<file path="config.mk">
export PLATFORM = sky130hd
export DESIGN_NAME = alarm_trigger
export DESIGN_NICKNAME = d
export VERILOG_FILES = /design/src/rtl/alarm_pkg.sv /design/src/rtl/alarm_trigger_match.sv /design/src/rtl/alarm_trigger.sv
export SDC_FILE = /design/constraint.sdc
export NUM_CORES = 1
export LEC_CHECK = 0
export ABC_AREA = 1
export BUFFER_PORTS_ARGS = -buffer_cell sky130_fd_sc_hd__buf_2
export CAP_MARGIN = 20
export CORE_MARGIN = 4
export CORE_UTILIZATION = 30
export CTS_BUF_LIST = sky130_fd_sc_hd__clkbuf_8
export DETAILED_ROUTE_END_ITERATION = 6
export GPL_TIMING_DRIVEN = 0
export PLACE_DENSITY = 0.66
export SLEW_MARGIN = 20
export SYNTH_ARGS = -nofsm -noshare
export SYNTH_HDL_FRONTEND = slang
export SYNTH_SLANG_ARGS = --single-unit
</file>
<file path="constraint.sdc">
create_clock -name clock -period 4.5 [get_ports clock]
set_clock_uncertainty 0.05 [all_clocks]
set_input_delay 0.225 -clock clock [delete_from_list [all_inputs] [get_ports clock]]
set_output_delay 0.225 -clock clock [all_outputs]
set_load 0.005 [all_outputs]
</file>
<file path="src/rtl/alarm_pkg.sv">
// alarm_pkg: shared widths, FSM state type and lowest-index picker for the alarm trigger
package alarm_pkg;
  localparam int NUM_ALARMS = 5;
  localparam int BCD_W = 8;
  localparam int SEC_W = 9;
  localparam int ID_W = 3;
  typedef enum logic [1:0] {IDLE, RINGING, SNOOZE} alarm_state_t;
  function automatic logic [ID_W-1:0] lowest_idx(input logic [NUM_ALARMS-1:0] v);
    lowest_idx = '0;
    for (int k = NUM_ALARMS - 1; k >= 0; k--)
      if (v[k]) lowest_idx = ID_W'(k);
  endfunction
endpackage

</file>
<file path="src/rtl/alarm_trigger_match.sv">
// alarm_match: BCD equality compare of one enabled alarm against the current time
module alarm_match
  import alarm_pkg::*;
(
  input  logic [BCD_W-1:0] alarm_hour,
  input  logic [BCD_W-1:0] alarm_min,
  input  logic [BCD_W-1:0] alarm_sec,
  input  logic [BCD_W-1:0] cur_hour,
  input  logic [BCD_W-1:0] cur_min,
  input  logic [BCD_W-1:0] cur_sec,
  input  logic             en,
  output logic             hit
);
  assign hit = en && alarm_hour == cur_hour && alarm_min == cur_min && alarm_sec == cur_sec;
endmodule

</file>
<file path="src/rtl/alarm_trigger.sv">
// alarm_trigger: alarm compare, ring/snooze FSM and pending queue (snooze built only with ALARM_SNOOZE_EN)
module alarm_trigger
  import alarm_pkg::*;
#(
  parameter int RING_SECS   = 60,
  parameter int SNOOZE_SECS = 300,
  parameter int MAX_SNOOZE  = 3
) (
  input  logic                        clock,
  input  logic                        reset,
  input  logic                        sec_tick,
  input  logic [BCD_W-1:0]            cur_hour,
  input  logic [BCD_W-1:0]            cur_min,
  input  logic [BCD_W-1:0]            cur_sec,
  input  logic [NUM_ALARMS*BCD_W-1:0] alarm_hour,
  input  logic [NUM_ALARMS*BCD_W-1:0] alarm_min,
  input  logic [NUM_ALARMS*BCD_W-1:0] alarm_sec,
  input  logic [NUM_ALARMS-1:0]       alarm_en,
  input  logic                        stop,
  input  logic                        snooze,
  output logic                        ring,
  output logic [ID_W-1:0]             ring_id,
  output logic                        snoozing,
  output logic [NUM_ALARMS-1:0]       pending
);
  alarm_state_t state, state_n;
  logic [SEC_W-1:0] sec_cnt, sec_cnt_n;
  logic [ID_W-1:0] ring_id_n, pick;
  logic [NUM_ALARMS-1:0] hit, match, cand, pending_n;
  logic snz_ok;
  for (genvar i = 0; i < NUM_ALARMS; i++) begin : g_match
    alarm_match u_match (
      .alarm_hour(alarm_hour[BCD_W*i +: BCD_W]),
      .alarm_min (alarm_min[BCD_W*i +: BCD_W]),
      .alarm_sec (alarm_sec[BCD_W*i +: BCD_W]),
      .cur_hour  (cur_hour),
      .cur_min   (cur_min),
      .cur_sec   (cur_sec),
      .en        (alarm_en[i]),
      .hit       (hit[i])
    );
  end
  assign match = sec_tick ? hit : '0;
  assign cand = match | pending;
  assign pick = lowest_idx(cand);
  always_comb begin
    state_n = state;
    sec_cnt_n = sec_cnt;
    ring_id_n = ring_id;
    pending_n = pending;
    if (state == IDLE) begin
      if (|cand) begin
        state_n = RINGING;
        ring_id_n = pick;
        pending_n = cand & ~(NUM_ALARMS'(1) << pick);
        sec_cnt_n = SEC_W'(RING_SECS - 1);
      end
    end else begin
      pending_n = pending | (match & ~(NUM_ALARMS'(1) << ring_id));
      if (stop) state_n = IDLE;
      else if (state == RINGING && snz_ok) begin
        state_n = SNOOZE;
        sec_cnt_n = SEC_W'(SNOOZE_SECS - 1);
      end else if (sec_tick) begin
        state_n = sec_cnt != '0 ? state : state == RINGING ? IDLE : RINGING;
        sec_cnt_n = sec_cnt != '0 ? sec_cnt - 1'b1 : state == SNOOZE ? SEC_W'(RING_SECS - 1) : '0;
      end
    end
  end
  always_ff @(posedge clock)
    if (reset) begin
      state <= IDLE;
      sec_cnt <= '0;
      ring_id <= '0;
      pending <= '0;
      ring <= 1'b0;
    end else begin
      state <= state_n;
      sec_cnt <= sec_cnt_n;
      ring_id <= ring_id_n;
      pending <= pending_n;
      ring <= state_n == RINGING;
    end
`ifdef ALARM_SNOOZE_EN
  logic [2:0] snz_cnt;
  assign snz_ok = snooze && snz_cnt < 3'(MAX_SNOOZE);
  always_ff @(posedge clock)
    if (reset) begin
      snz_cnt <= '0;
      snoozing <= 1'b0;
    end else begin
      snz_cnt <= state == IDLE ? '0 : snz_cnt + 3'(state == RINGING && !stop && snz_ok);
      snoozing <= state_n == SNOOZE;
    end
`else
  logic unused_snooze;
  assign snz_ok = 1'b0;
  assign snoozing = 1'b0;
  assign unused_snooze = snooze ^ (MAX_SNOOZE != 0);
`endif
endmodule

</file>
==> impl_metrics.json, run 1 <==
{
  "status": "completed",
  "antenna_found_initial": 4,
  "timing.final.crit_share_pct": 42.5,
  "row_count": 38,
  "yosys-top-cells-area": "nand2_1, dfxtp_1, nor2_1",
  "hp-start": "reset",
  "synth_top_cell_area_share_pct": 29.1,
  "power.leakage_nw": 2.69,
  "dpl.hpwl_mm": 11.5,
  "cts_hold_buffers": 0,
  "wl_met3_mm": 1.08,
  "dr.max_layer_used": "met5",
  "h-tree-depth": 1,
  "wl_met2_mm": 5.80,
  "ys_ff_latch": 20,
  "crit_type": "reg2reg",
  "maxCapViolations": 0,
  "period_minus_slack_ns": 1.91,
  "grt_start_max_net_pins": 12,
  "hp-class": "in2reg",
  "final_cells": 991,
  "p_per_area_nw_per_um2": 142,
  "ys_async_sr_fraction_pct": 0,
  "rrSetupSlack_ns": 2.59,
  "cts_tree": "built",
  "antenna_left": 0,
  "crit_fanout": 4,
  "avgSynthCellArea_um2": 5.00,
  "nets": 1004,
  "grt_use_total_pct": 19.2,
  "register_area_um2": 400,
  "fillerInstances": 1307,
  "synth_nets": 848,
  "wl_met1_mm": 6.04,
  "syn-cell-area_um2": 3470,
  "dp.cells": 984,
  "synth_seq_area_share_pct": 11.6,
  "rr_startpoint": "sec_cnt[0]$_SDFFE_PP0P_",
  "coreArea_um2": 11100,
  "r2r_end": "ring$_SDFF_PP0_",
  "hold_ws_ns": 0.114,
  "finalWorstSetupSlack_ns": 2.59,
  "power_mw": 0.631,
  "syn2layout_area_growth_pct": 28.7,
  "startpoint": "sec_cnt[0]$_SDFFE_PP0P_",
  "synth_common_cells": "nand2_1, nor2_1, inv_1, nand3_1, xnor2_1",
  "ys_warn_count": 0,
  "netlist_instances": 693,
  "drt-wirelength-per-cell_um": 13.3,
  "drive_gt1_share_pct": 25.7,
  "synth_ff_type": "dfxtp_1",
  "critPathRequiredTime_ns": 4.59,
  "insertion_delay_ns": 0.26,
  "yosysMostFrequentCell": "nand2_1",
  "drt_wl_total_mm": 13.2,
  "multi_input_area_um2": 2520,
  "grt-ovfl-total": 0,
  "hold_depth": 2,
  "die_w_um": 115,
  "fin_tns_setup_ns": 0,
  "maxSlewViolCount": 0,
  "clock.fmax_mhz": 523,
  "io_buffers": 151,
  "min_to": "pending[0]$_SDFFE_PP0P_",
  "initial_core_util_pct": 31.3,
  "synth_cell_types": 41,
  "cts_root_buf": "clkbuf_8",
  "drtIter0Drc": 309,
  "drc_errors": 0,
  "dpl_worst_slack_ns": 2.47,
  "arrival_ns": 2.00,
  "reg2reg_depth": 13,
  "cp-end-kind": "register",
  "rsz0062_at_grt": "no",
  "place_congestion": 0.917,
  "firstDrtPassIters": 5,
  "crit_path_start_kind": "register",
  "vias": 4460,
  "pin_count": 164,
  "clk_pin_slew_worst_paths_ns": 0.08,
  "grt_pass1_vias": 4086,
  "vias_per_cell": 4.50,
  "die_h_um": 115,
  "ir_drop_mv": 0.0875,
  "cts_buffers": 3,
  "synth_top_area_cell": "nand2_1",
  "die-area_um2": 13300,
  "clockBufferDepth": 2,
  "ctsResizeCount": 0,
  "synth_edf_count": 0,
  "post_cts_buffers": 0,
  "finalSetupViolCount": 0,
  "cts.sinks": 20,
  "grt_pass1_wl_mm": 20.1,
  "final_hold_viol_count": 0
}
## layout make-up
cell class / instances / share of cell area, %
Clock buffer: 4 / 1.23
Tap cell: 140 / 3.93
Buffer: 14 / 1.85
Inverter: 122 / 10.3
Multi-Input combinational cell: 537 / 56.6
Sequential cell: 20 / 8.98
Antenna cell: 3 / 0.168
Timing Repair Buffer: 151 / 16.9
## flip-flops by register name (all words and copies together), names as in the netlist
register / cells
state: 2
pending: 5
ring: 1
ring_id: 3
sec_cnt: 9
## how the worst max path moves through the flow
stage,to,slack (ns),depth (start not counted)
3_3_place_gp,sec_cnt[0]$_SDFFE_PP0P_,2.48,14
4_1_cts,ring$_SDFF_PP0_,2.56,13
6_report,ring$_SDFF_PP0_,2.59,13
5_1_grt,ring$_SDFF_PP0_,2.31,13
2_1_floorplan,ring$_SDFF_PP0_,2.80,13
3_5_place_dp,sec_cnt[2]$_SDFFE_PP0P_,2.47,14
## cell usage in the layout, fill, tap and decap left out, types with 12 or more instances in the layout
cell     count
o21ai_1     18
buf_2      157
inv_1       97
xor2_1      12
a21oi_1     17
dfxtp_1     20
nand2_1    269
nand3_1     36
inv_2       23
nor2_1     102
xnor2_1     24
## critical path, stage by stage (launching register included)
cell and delay (ns):
dfxtp_1 0.31, inv_1 0.09, ha_1 0.19, nand2_1 0.09, nor2_1 0.12, nand4_1 0.14, nor2_2 0.17, inv_1 0.11
nor2_1 0.15, inv_1 0.07, o21ai_1 0.15, nand2_1 0.07, nand2_1 0.05, nor2_1 0.04
## kinds of logic (layout without fill, tap and decap cells)
kind of cell	Yosys count	after routing	share of synthesized area, %
adder cells (fa/ha/maj)	1	1	0.361
buffers and inverters	136	291	15.6
other	1	4	0.108
flip-flops	20	20	11.6
AND/OR/NAND/NOR	449	449	55.5
AO/OA/AOI/OAI	50	50	7.83
XOR/XNOR	36	36	9.10
## stage by stage
| step | area, µm² | utilization (%) |
|---|---|---|
| final | 4460 | 40.3 |
| after CTS | 4450 | 40.2 |
| after detailed placement | 4400 | 39.7 |
| after global placement | 4400 | 39.7 |
| after global routing | 4460 | 40.3 |
| after floorplan | 3470 | - |
## routing by layer
layer / up-vias / GRT usage (%)
li1: 2392 / -
met1: 1888 / 26.4
met2: 160 / 32.5
met3: 18 / 2.61
met4: 2 / 3.68
met5: - / 0
## power by group
| part | leakage (nW) | internal [mW] | switching [mW] | total (mW) |
|---|---|---|---|---|
| Sequential | 0.161 | 0.179 | 0.00226 | 0.181 |
| Clock | 0.0288 | 0.0780 | 0.0620 | 0.140 |
| Combinational | 2.50 | 0.129 | 0.181 | 0.310 |
| Total | 2.69 | 0.386 | 0.245 | 0.631 |
(Power assumes the default switching activity.)
==> inputs of run 2 (changes only) <==
--- a/config.mk
+++ b/config.mk
@@ -13,7 +13,7 @@
 export CTS_BUF_LIST = sky130_fd_sc_hd__clkbuf_8
 export DETAILED_ROUTE_END_ITERATION = 6
 export GPL_TIMING_DRIVEN = 0
-export PLACE_DENSITY = 0.66
+export PLACE_DENSITY = 0.68
 export SLEW_MARGIN = 20
 export SYNTH_ARGS = -nofsm -noshare
 export SYNTH_HDL_FRONTEND = slang
==> constraint.sdc (replaced) <==
create_clock -name clock -period 1.7 [get_ports clock]
set_clock_uncertainty 0.05 [all_clocks]
set_input_delay 0.085 -clock clock [delete_from_list [all_inputs] [get_ports clock]]
set_output_delay 0.085 -clock clock [all_outputs]
set_load 0.005 [all_outputs]
==> run 2 against run 1 <==
  * The flow now finishes with violations (setup timing)
  * Clock power grew 130%
  * Register-to-register slack got worse by 2.7 ns
  * Core utilization up 1.3 points
  * Via count grew 1.9%
  * Wire length is 3.5% higher
  * Design area rose by 3.2%
  * Fmax increased by 5.8%
  * Critical path type unchanged
  * Largest cell class unchanged
==> impl_metrics.json, run 2 (same netlist as run 1, synthesis figures left out) <==
{
  "die_h_um": 115,
  "crit_slowest_cell": "dfxtp_1",
  "clockBufferDepth": 2,
  "antenna_left": 0,
  "critPathRequiredTime_ns": 1.81,
  "switching_power_mw": 0.666,
  "cts_root_buf": "clkbuf_8",
  "grt_pass1_wl_mm": 20.9,
  "final_common_cell": "nand2_1",
  "clk_pin_slew_worst_paths_ns": 0.07,
  "final_hold_viol_count": 0,
  "cts_buffers": 3,
  "firstDrtPassIters": 5,
  "power.leakage_nw": 2.74,
  "syn2layout_area_growth_pct": 32.7,
  "clock.fmax_mhz": 553,
  "grt_pass1_vias": 4208,
  "largest_register_ffs": 9,
  "cp_common_cell": "nor2_4",
  "cts.sinks": 20,
  "crit_path_start_kind": "register",
  "status": "finished, violations left",
  "period_minus_slack_ns": 1.81,
  "pwr-share-comb_pct": 51.9,
  "startpoint": "sec_cnt[3]$_SDFFE_PP0P_",
  "cp-end-kind": "register",
  "p_per_area_nw_per_um2": 362,
  "drt_wl_total_mm": 13.6,
  "fin_tns_setup_ns": -0.482,
  "row_count": 38,
  "nets": 1015,
  "die-area_um2": 13300,
  "rsz0062_at_grt": "yes",
  "grt-ovfl-total": 0,
  "crit_type": "reg2reg",
  "rr_startpoint": "sec_cnt[3]$_SDFFE_PP0P_",
  "coreArea_um2": 11100,
  "drt-wirelength-per-cell_um": 13.6,
  "crit_fanout": 4,
  "reg_top3": "sec_cnt: 9 flops, pending: 5 flops, ring_id: 3 flops",
  "finalSetupViolCount": 10,
  "violations": "setup timing",
  "antenna_found_initial": 5,
  "drc_errors": 0,
  "finalWorstSetupSlack_ns": -0.107,
  "regMostFlops": "sec_cnt",
  "cts_tree": "built",
  "cpPeakStageDelay_ns": 0.36,
  "clkPwrFrac_pct": 19.2,
  "grt_use_total_pct": 20.0,
  "h-tree-depth": 1,
  "grt_start_max_net_pins": 11,
  "die_w_um": 115,
  "hold_ws_ns": 0.137,
  "hp-class": "in2reg",
  "insertion_delay_ns": 0.26,
  "maxSlewViolCount": 0,
  "critPathTopFamily": "simple AND/OR/NAND/NOR gates",
  "cp_cell_sequence": "nor2_1 -> nand2_4 -> nor2_4 -> nand4_1 -> nor2_4 -> inv_2 -> buf_6 -> a21oi_1 -> nand3_1 -> nand2_1 -> nor2_2",
  "ir_drop_mv": 0.226,
  "crit_buf_inv": 2,
  "timing.final.crit_share_pct": 106,
  "drive_gt1_share_pct": 28.4,
  "io_buffers": 151,
  "pin_count": 164,
  "initial_core_util_pct": 31.3,
  "place_congestion": 0.944,
  "vias": 4545,
  "maxCapViolations": 0,
  "swShare_pct": 40.0,
  "dpl.hpwl_mm": 11.6,
  "arrival_ns": 1.92,
  "drtIter0Drc": 308,
  "power.internal_mw": 0.998,
  "hp-start": "stop",
  "final_cell_mix": "nand2_1, buf_2, nor2_1",
  "vias_per_cell": 4.54,
  "seqPwrFrac_pct": 28.9
}
-- run 2: cell count changes in the layout (fill, tap and decap cells not counted), moves of 3 or more --
| cell | delta |
|---|---|
| nor2_4 | +3 |
| inv_2 | +5 |
| buf_4 | +8 |
| inv_1 | -5 |
| nor2_1 | -4 |
-- run 2: path summary, 6_finish.rpt --
| kind | end | slack [ns] | depth (start not counted) |
|---|---|---|---|
| worst max-delay path | sec_cnt[4]$_SDFFE_PP0P_ | -0.11 | 11 |
| worst min-delay path | state[1]$_SDFF_PP0_ | 0.14 | 4 |
| worst max register to register | sec_cnt[4]$_SDFFE_PP0P_ | -0.11 | 11 |
| worst min register to register | ring_id[0]$_SDFFE_PP0P_ | 0.47 | 2 |
-- run 2: power groups by stage --
| stage | Combinational (mW) | Sequential (mW) | Clock (mW) |
|---|---|---|---|
| 2_1_floorplan | 0.471 | 0.490 | 0 |
| 3_3_place_gp | 0.806 | 0.490 | 0 |
| 3_5_place_dp | 0.810 | 0.490 | 0 |
| 4_1_cts | 0.837 | 0.480 | 0.330 |
| 5_1_grt | 0.975 | 0.481 | 0.344 |
| 6_report | 0.864 | 0.480 | 0.319 |
-- run 2: worst reg2reg max path, stage by stage (launching register included) --
cell and delay (ns):
dfxtp_1 0.36, nor2_1 0.18, nand2_4 0.08, nor2_4 0.08, nand4_1 0.19, nor2_4 0.20, inv_2 0.08, buf_6 0.13
a21oi_1 0.13, nand3_1 0.10, nand2_1 0.10, nor2_2 0.04
-- run 2: what timing repair did --
| item | 4_1_cts | 5_1_grt |
|---|---|---|
| pin swaps | 8 | 10 |
| endpoints found under the hold margin | 1 | 0 |
| endpoints found under the setup margin | 8 | 12 |
| buffers inserted | 8 | 2 |
| hold buffers | 1 | 0 |
| gates resized for setup | 13 | 11 |
-- run 2: metal layers --
metal / wire length, µm / GRT usage, %
met1: 5970 / 26.8
met2: 6140 / 33.7
met3: 1190 / 3.39
met4: 287 / 4.38
met5: 14 / 0
-- run 2: final cells by class --
| type | instances | area (µm²) |
|---|---|---|
| Sequential cell | 20 | 403 |
| Clock buffer | 3 | 41.3 |
| Antenna cell | 3 | 7.51 |
| Fill cell | 1285 | 6480 |
| Timing Repair Buffer | 162 | 848 |
| Inverter | 122 | 458 |
| Buffer | 14 | 82.6 |
| Multi-Input combinational cell | 537 | 2580 |
| Tap cell | 140 | 175 |
-- run 2: through the flow --
step / setup WS, ns / cell area (µm²) / utilization [%] / cells / power (mW)
6_report: -0.107 / 4600 / 41.5 / 1001 / 1.66
2_1_floorplan: 0.00122 / 3470 / - / 693 / 0.961
3_3_place_gp: -0.238 / 4400 / 39.7 / 984 / 1.30
4_1_cts: -0.0976 / 4540 / 41.0 / 996 / 1.65
3_5_place_dp: -0.227 / 4400 / 39.7 / 984 / 1.30
5_1_grt: -0.212 / 4600 / 41.5 / 1001 / 1.80
